## config.mk

```make
export PLATFORM = sky130hd
export DESIGN_NAME = pc_fetch_unit
export DESIGN_NICKNAME = d
export VERILOG_FILES = /design/src/rtl/pc_fetch_unit.sv
export SDC_FILE = /design/constraint.sdc
export NUM_CORES = 1
export LEC_CHECK = 0
export ABC_AREA = 1
export CAP_MARGIN = 10
export CORE_ASPECT_RATIO = 1.25
export CORE_MARGIN = 3
export CORE_UTILIZATION = 37
export CTS_CLUSTER_DIAMETER = 100
export DETAILED_ROUTE_END_ITERATION = 12
export PLACE_DENSITY = 0.63
export SLEW_MARGIN = 20
export SYNTH_ARGS = -nofsm -noshare
export SYNTH_HDL_FRONTEND = slang
export SYNTH_SLANG_ARGS = --single-unit
```

## constraint.sdc

```tcl
create_clock -name clock -period 3 [get_ports clock]
set_input_delay 0.45 -clock clock [delete_from_list [all_inputs] [get_ports clock]]
set_output_delay 0.45 -clock clock [all_outputs]
set_load 0.05 [all_outputs]
```

## src/rtl/pc_fetch_unit.sv

```systemverilog
// Program-counter stage feeding the instruction decoder, plus Enter push-button
// conditioning (synchronise, debounce, single-pulse on press).
module pc_fetch_unit #(
  parameter int                    ADDR_WIDTH      = 10,
  parameter logic [ADDR_WIDTH-1:0] BOOT_ADDR       = '0,
  parameter int                    SYNC_STAGES     = 2,
  parameter int                    DEBOUNCE_CYCLES = 50000
) (
  input  logic                  clock,
  input  logic                  reset,
  input  logic                  enter_n,
  input  logic                  pc_write,
  input  logic [1:0]            jump,
  input  logic                  branch,
  input  logic                  bne,
  input  logic                  zero,
  input  logic [ADDR_WIDTH-1:0] branch_offset,
  input  logic [ADDR_WIDTH-1:0] jump_target,
  input  logic [ADDR_WIDTH-1:0] jr_target,
  output logic [ADDR_WIDTH-1:0] pc,
  output logic [ADDR_WIDTH-1:0] pc_plus1,
  output logic                  enter_pulse
);

  localparam int CNT_W = (DEBOUNCE_CYCLES > 1) ? $clog2(DEBOUNCE_CYCLES) : 1;
  localparam logic [CNT_W-1:0] CNT_LAST = CNT_W'(DEBOUNCE_CYCLES - 1);

  logic [ADDR_WIDTH-1:0]  pc_q, pc_d;
  logic [SYNC_STAGES-1:0] sync_q, sync_d;
  logic                   stable_q, stable_d;
  logic [CNT_W-1:0]       cnt_q, cnt_d;
  logic                   pulse_q, pulse_d;
  logic                   synced;
  logic                   take_branch;

  assign pc          = pc_q;
  assign pc_plus1    = pc_q + ADDR_WIDTH'(1);
  assign enter_pulse = pulse_q;
  assign synced      = sync_q[SYNC_STAGES-1];
  assign take_branch = (branch & zero) | (bne & ~zero);

  // Register jump beats absolute jump beats conditional branch; jump=11 falls through.
  always_comb begin
    pc_d = pc_q;
    if (pc_write) begin
      if (jump == 2'b10)
        pc_d = jr_target;
      else if (jump == 2'b01)
        pc_d = jump_target;
      else if (take_branch)
        pc_d = pc_plus1 + branch_offset;
      else
        pc_d = pc_plus1;
    end
  end

  always_comb begin
    sync_d   = {sync_q[SYNC_STAGES-2:0], enter_n};
    stable_d = stable_q;
    cnt_d    = cnt_q;
    pulse_d  = 1'b0;
    if (synced == stable_q) begin
      cnt_d = '0;
    end else if (cnt_q == CNT_LAST) begin
      stable_d = synced;
      cnt_d    = '0;
      // Only the released->pressed transition (stable 1 -> 0) strobes.
      pulse_d  = stable_q;
    end else begin
      cnt_d = cnt_q + CNT_W'(1);
    end
  end

  always_ff @(posedge clock or negedge reset) begin
    if (!reset) begin
      pc_q     <= BOOT_ADDR;
      sync_q   <= '1;
      stable_q <= 1'b1;
      cnt_q    <= '0;
      pulse_q  <= 1'b0;
    end else begin
      pc_q     <= pc_d;
      sync_q   <= sync_d;
      stable_q <= stable_d;
      cnt_q    <= cnt_d;
      pulse_q  <= pulse_d;
    end
  end

endmodule

```

=== Word level (Yosys, flattened, before mapping) ===
Cells that the tools add are included.

* Flip-flop bits (word level): 30
* Word-level logic and storage cells: 25
* Output and inout bits: 21

* Add/sub/neg operators: 3
* Reduce and logical (&&, ||, !) cells: 1
* Multiplexer cells: 7
* Equality and inequality tests: 4
* Bitwise logic cells: 5

{| class="wikitable"
|+ Operators with widths
! cell !! number
|-
| $mux 16 || 2
|-
| $mux 10 || 3
|-
| $add 16x1->16 const B || 1
|-
| $eq 16x16->1 const B || 1
|-
| $add 10x1->10 const B || 1
|-
| $add 10x10->10 || 1
|-
| $and 1x1->1 || 2
|-
| $eq 2x1->1 const B || 1
|-
| $eq 2x2->1 const B || 1
|-
| $mux 1 || 2
|-
| $not 1->1 || 2
|-
| $reduce_and 2->1 || 1
|-
| $eq 1x1->1 || 1
|-
| $or 1x1->1 || 1
|}

=== Longest topological paths before layout ===
Gate-level depths: netlist (run 1).

* Depth in word-level cells: 6
* Depth in mapped cells: 19
* Gate-level depth less buffers: 19

=== Least setup slack after synthesis (run 1) ===
OpenSTA, ideal clock, no wires.

* Path kind: register to register
* Start point: register pc_q[0] (netlist: pc[0])
* End point: register pc_q[9] (netlist: pc[9])
* Arrival: 3023 ps
* Required time: 2880 ps
* Clock period less this slack: 3143 ps
* Setup time: 120 ps
* Setup slack: -143 ps
* Cell stages (with the launch flop): 20
* Cell sequence: dfrtp_1 -> ha_1 -> nand2_1 -> nor2_1 -> nand3_1 -> nor2_1 -> nand2_1 -> xor2_1 -> inv_1 -> ha_1 -> nand2_1 -> inv_1 -> a21oi_1 -> nand3_1 -> nand2_1 -> nand3_1 -> nand2_1 -> nand3_1 -> nand2_1 -> a21oi_1

* Cells in the longest elaborated chain, start to end: 5

{| class="wikitable"
|+ Ends and longest elaborated chain
! element !! line !! text
|-
| start: declaration || 28 || <nowiki>logic [ADDR_WIDTH-1:0] pc_q, pc_d;</nowiki>
|-
| start signal: assignment || 82 || <nowiki>pc_q <= pc_d;</nowiki>
|-
| $add 10x1->10 || 37 || <nowiki>assign pc_plus1 = pc_q + ADDR_WIDTH'(1);</nowiki>
|-
| via pc_plus1[8] || 21 || <nowiki>output logic [ADDR_WIDTH-1:0] pc_plus1,</nowiki>
|-
| $add 10x10->10 || 51 || <nowiki>pc_d = pc_plus1 + branch_offset;</nowiki>
|-
| $mux 10 || 50 || <nowiki>else if (take_branch)</nowiki>
|-
| $mux 10 || 48 || <nowiki>else if (jump == 2'b01)</nowiki>
|-
| $mux 10 || 46 || <nowiki>if (jump == 2'b10)</nowiki>
|}

The timed path passes the listed nets, and every way through them passes these cells.
A chain may end at the register's enable or synchronous reset.

=== Final worst setup path (run 1) ===
* Start point: register pc_q[0] (netlist: pc[0])
* End point: output port pc_plus1[6]

* Cells in the longest elaborated chain, start to end: 1

{| class="wikitable"
|+ Ends and longest elaborated chain
! element !! line
|-
| $add 10x1->10 || 37
|-
| end: declaration || 21
|}

Every way passes these cells.

==> results.md, run 1 <==
- Non-Filler Instances: 470
- Final Setup Violations: 0
- Maxcap violations: 0
- EDFF count, synth: 0
- Initial DRT Pass Iterations: 4
- Post-DP Area: 2960 µm²
- Status: complete, no violations
- Total number of vias: 2249
- CTS tree: yes
- R2R depth: 19
- Synth Cell Area: 2250 µm²
- DRC: 0
- Yosys top cell area share: 30.0%
- Seq cells post-synth: 30
- Power Dens Cells: 581 nW/µm²
- Ys async rst share: 100%
- Detailed placement HPWL: 4850 µm
- Synth Instances: 322
- Power consumption: 1.79 mW
- Setup TNS: 0 ns
- Final core utilization: 52.4%
- Gpl congestion: 0.954
- Chip Height: 93.3 µm
- Hold WC Path Type: register to register
- Largest net degree at the start of global routing: 31
- Yosys cell types: 33
- Fin. Hold Viols: 0
- Antenna fix cells: 0
- Iteration-0 DRC Markers: 65
- Final ANT Viol Nets: 0
- Via density: 4.79
- Min cycle time layout: 2.80 ns
- FP Rows: 31
- Root Driver: clkbuf_8
- Pleak: 1.43 nW
- Filler Cells Inserted: 593
- Final instance area: 3070 µm²
- Maximum clock path buffer count: 2
- Final worst-path cycle share: 93.4%
- Setup CP Type: register to output pin
- Seq/Total Area, Yosys: 33.5%
- Syn avg cell area: 7.00 µm²
- Clock skew: 0.00726 ns
- Core area: 5860 µm²
- CP Max Fanout: 6
- IO buf count: 59
- Setup bufs post-CTS: 0
- Slew margin rel.: 62.8%
- Overflow left after global routing: 0
- Maximum operating frequency: 357 MHz
- Initial antenna violation count: 0
- Initial Util: 38.5%
- Routed len/inst: 12.6 µm
- Clk_lat worst skew: 0.29 ns
- H-tree depth: 2
- Nature of the critical path startpoint: register
- Clock sink count: 30
- Routed wire length: 5930 µm
- Max Slew Vio Count: 0
- Critical Path Sink Type: output pin
- Hold depth: 0
- RSZ-0062 raised after global routing: no
- Layout area overhead: 36.3%
- Full die area: 7070 µm²
- VDD IR-drop max: 367 µV
- First-pass GRT wire length: 9690 µm
- Total Routing Usage GR: 17.8%
- Ports: 60
- Placed Instances: 462
- Cell accounting for the most synthesized area: dfrtp_1
- Synthesized net count: 373
- Vias in the first global route: 2200
- Worst-Margin Slew: 0.556 ns
- Number of buffers created by CTS: 5
- # nets final: 438
- Die Width: 75.8 µm
- Most numerous cell in the Yosys netlist: nand2_1
- Leading post-synthesis cells by cell area: dfrtp_1 30%, nand2_1 14%, inv_1 7.8%
- Critical path arrival: 2.35 ns
- Yosys warnings: 0
- Synth top cells by count: 87 x nand2_1, 47 x inv_1, 27 x dfrtp_1
- CP required: 2.55 ns
- Ys flop type: dfrtp_1
- Clock transition at path regs: 0.07 ns
- Layout cells sized above 1: 8.51%
-- worst max-delay path: stages, from the launching register on --
cell and delay [ns]:
dfrtp_2 0.40, ha_1 0.19, nand2_1 0.07, nor2_1 0.16, nand3_1 0.14, xor2_1 0.18, inv_1 0.09, clkdlybuf4s50_1 0.81
-- what timing repair did --
item	CTS	global route
setup endpoints to repair	0	1
gates resized for setup	0	1
hold buffers	0	0
-- area by class of cell --
| cell class | instances | area (µm²) | share of cell area (%) |
|---|---|---|---|
| clock buffers | 5 | 68.8 | 2.24 |
| clock inverters | 3 | 45.0 | 1.47 |
| inverters | 48 | 180 | 5.87 |
| multi-input cells | 240 | 1300 | 42.4 |
| flip-flops and latches | 30 | 757 | 24.6 |
| well taps | 82 | 103 | 3.34 |
| repair buffers | 62 | 616 | 20.0 |
-- cell usage in the layout (no fill, tap or decap), types with 4 or more instances in the layout --
master,count
a21oi_1,21
clkbuf_8,5
clkdlybuf4s50_1,58
dfrtp_1,25
ha_1,11
inv_1,47
nand2_1,87
nand3_1,25
nor2_1,26
nor2_2,4
nor3_1,4
o21ai_0,14
xnor2_1,5
xor2_1,10
-- sequential cells by signal (all words and copies together), names as in the netlist --
name and cells:
stable_q 1, enter_pulse 1, sync_q 2, cnt_q 16
pc 10
-- through the flow --
| stage | worst slack (ns) | hold WS, ns |
|---|---|---|
| after floorplan | 0.0306 | 0.154 |
| after global placement | 0.401 | 0.347 |
| final | 0.198 | 0.362 |
| after detailed placement | 0.364 | 0.354 |
| after global routing | 0.0303 | 0.367 |
| after CTS | 0.0436 | 0.365 |
-- layer usage --
metal	global-route usage (%)	vias to the layer above	wire length (µm)
met5	0	-	0
met4	4.52	0	70
met3	4.41	8	326
met2	31.6	72	3080
met1	20.9	1005	2450
li1	-	1164	-
-- path summary, 6_finish.rpt --
path / startpoint / to / slack, ns
worst max-delay path: pc[0] / pc_plus1[6] / 0.20
worst min-delay path: sync_q[0] / sync_q[1] / 0.36
worst max register to register: pc[0] / pc[9] / 0.31
worst min register to register: sync_q[0] / sync_q[1] / 0.36
max in group asynchronous: reset / sync_q[0] / 2.14
min in group asynchronous: reset / cnt_q[15] / 0.55
-- where the power goes --
| group | internal [mW] | total, mW | switching (mW) | leakage (nW) |
|---|---|---|---|---|
| Combinational | 0.329 | 0.886 | 0.557 | 0.998 |
| Clock | 0.247 | 0.415 | 0.168 | 0.0504 |
| Sequential | 0.439 | 0.484 | 0.0443 | 0.383 |
-- kinds of logic after synthesis --
group	Yosys count	share of synthesized area, %
AND/OR/NAND/NOR	164	32.9
XOR/XNOR	15	5.83
AO/OA/AOI/OAI	49	12.1
flip-flops	30	33.5
buffers and inverters	52	8.72
adder cells (fa/ha/maj)	12	7.00
No activity file was read; power rests on OpenSTA's default activity.
==> inputs of run 2 (changes only) <==
--- a/config.mk
+++ b/config.mk
@@ -13,6 +13,7 @@
 export CTS_CLUSTER_DIAMETER = 100
 export DETAILED_ROUTE_END_ITERATION = 12
 export PLACE_DENSITY = 0.63
+export RECOVER_POWER = 25
 export SLEW_MARGIN = 20
 export SYNTH_ARGS = -nofsm -noshare
 export SYNTH_HDL_FRONTEND = slang
==> run 2 against run 1 <==
Via count did not move. Clock skew did not move. Register-to-register slack barely moved. Largest power group unchanged. The flow now finishes with violations (max-capacitance violations, max-slew violations). Utilization fell by 0.064 points. Die area did not move. Cell area fell by 0.12%. Routed wire length barely moved. Critical endpoint unchanged.
==> results.md, run 2 (synthesized netlist as in run 1, its figures left out) <==
- Status: finished with violations
- Failing checks: max-capacitance violations, max-slew violations
- Fin. Hold Viols: 0
- Commonest cells after routing, fill and taps aside: 87 x nand2_1, 56 x clkdlybuf4s50_1, 47 x inv_1, 26 x nor2_1
- Final ANT Viol Nets: 0
- Iteration-0 DRC Markers: 65
- VDD IR-drop max: 367 µV
- Slowest cell delay on critical path: 0.81 ns
- CP Max Fanout: 6
- # nets final: 438
- CTS tree: yes
- Multi-input gate area: 1300 µm²
- Initial DRT Pass Iterations: 4
- Vias in the first global route: 2200
- Clock sink count: 30
- IO buf count: 59
- Slowest-stage cell, CP: clkdlybuf4s50_1
- Commonest non-fill, non-tap cell in the layout: nand2_1
- Filler Cells Inserted: 595
- Maxcap violations: 1
- H-tree depth: 2
- Critical path arrival: 2.35 ns
- Core area: 5860 µm²
- Pre-CTS setup slack: 0.364 ns
- Post_cts resized: 0
- Total Routing Usage GR: 17.8%
- Largest register FFs: 16
- Slew margin rel.: -6.57%
- Sequential cell area: 757 µm²
- Initial Util: 38.5%
- Layout area overhead: 36.1%
- Min setup slack post-route: 0.198 ns
- Final Setup Violations: 0
- Clock skew: 0.00726 ns
- Final worst-path cycle share: 93.4%
- Die Width: 75.8 µm
- Final core utilization: 52.4%
- Full die area: 7070 µm²
- Total number of vias: 2249
- Register with the most flip-flops: cnt_q
- First-pass GRT wire length: 9690 µm
- Initial antenna violation count: 0
- Setup TNS: 0 ns
- Ports: 60
- Power Dens Cells: 582 nW/µm²
- FP Rows: 31
- Maximum operating frequency: 357 MHz
- Root Driver: clkbuf_8
- Clk_lat worst skew: 0.29 ns
- # hold bufs at CTS: 0
- Gpl congestion: 0.954
- Min cycle time layout: 2.80 ns
- Pleak: 1.43 nW
- Hold WC Path Type: register to register
- Setup bufs post-CTS: 0
- Critical Path Sink Type: output pin
- Clock transition at path regs: 0.07 ns
- Routed len/inst: 12.6 µm
- Detailed placement HPWL: 4850 µm
- Overflow left after global routing: 0
- Chip Height: 93.3 µm
- CP required: 2.55 ns
- DRC: 0
- Antenna fix cells: 0
- Nature of the critical path startpoint: register
- Max Slew Vio Count: 31
- Routed wire length: 5930 µm
- Setup CP Type: register to output pin
- Crit-path cells: ha_1 -> nand2_1 -> nor2_1 -> nand3_1 -> xor2_1 -> inv_1 -> clkdlybuf4s50_1
- Maximum clock path buffer count: 2
- Largest net degree at the start of global routing: 31
- RSZ-0062 raised after global routing: no
- Layout cells sized above 1: 8.25%
- Worst-Margin Slew: 1.60 ns
- Number of buffers created by CTS: 5
- Via density: 4.79
## run 2: worst paths after layout
path	slack [ns]	endpoint	from	cells after the start
setup / recovery	0.20	pc_plus1[6]	pc[0]	7
hold / removal	0.36	sync_q[1]	sync_q[0]	0
setup reg to reg	0.31	pc[9]	pc[0]	19
hold reg to reg	0.36	sync_q[1]	sync_q[0]	0
max in group asynchronous	0.87	pc[0]	reset	2
min in group asynchronous	1.09	cnt_q[15]	reset	2
## run 2: layout make-up
class | count | share of cell area [%]
Multi-Input combinational cell | 240 | 42.5
Sequential cell | 30 | 24.7
Timing Repair Buffer | 62 | 19.9
Inverter | 48 | 5.87
Tap cell | 82 | 3.34
Clock buffer | 5 | 2.24
Clock inverter | 3 | 1.47
## run 2: through the flow
| stage | cells | hold slack (ns) | area, µm² | power [mW] |
|---|---|---|---|---|
| 6_report | 470 | 0.362 | 3070 | 1.79 |
| 5_1_grt | 470 | 0.367 | 3070 | 1.90 |
| 4_1_cts | 470 | 0.365 | 3070 | 1.79 |
| 3_5_place_dp | 462 | 0.354 | 2960 | 1.37 |
| 3_3_place_gp | 462 | 0.347 | 2960 | 1.37 |
| 2_1_floorplan | 322 | 0.154 | 2260 | 1.09 |
## run 2: metal layers
layer	vias up	wire, µm	share of wire, %	track usage [%]
li1	1166	-	-	-
met1	1008	2460	41	20.9
met2	67	3080	52	31.6
met3	8	319	5.4	4.41
met4	0	70	1.2	4.52
met5	-	0	0	0
## run 2: report_power, final
part | switching [mW] | internal (mW) | total (mW)
registers | 0.0443 | 0.439 | 0.484
logic | 0.558 | 0.329 | 0.886
clock network | 0.168 | 0.247 | 0.415
total | 0.770 | 1.01 | 1.79
## run 2: critical path: cells and delay by family (launching register included)
kind                       cells  cell delay [ns]
DFF                            1             0.40
and+or+nand+nor                3             0.37
buffers and inverters          2             0.90
xor gates and xnor gates       1             0.18
adders and majority gates      1             0.19
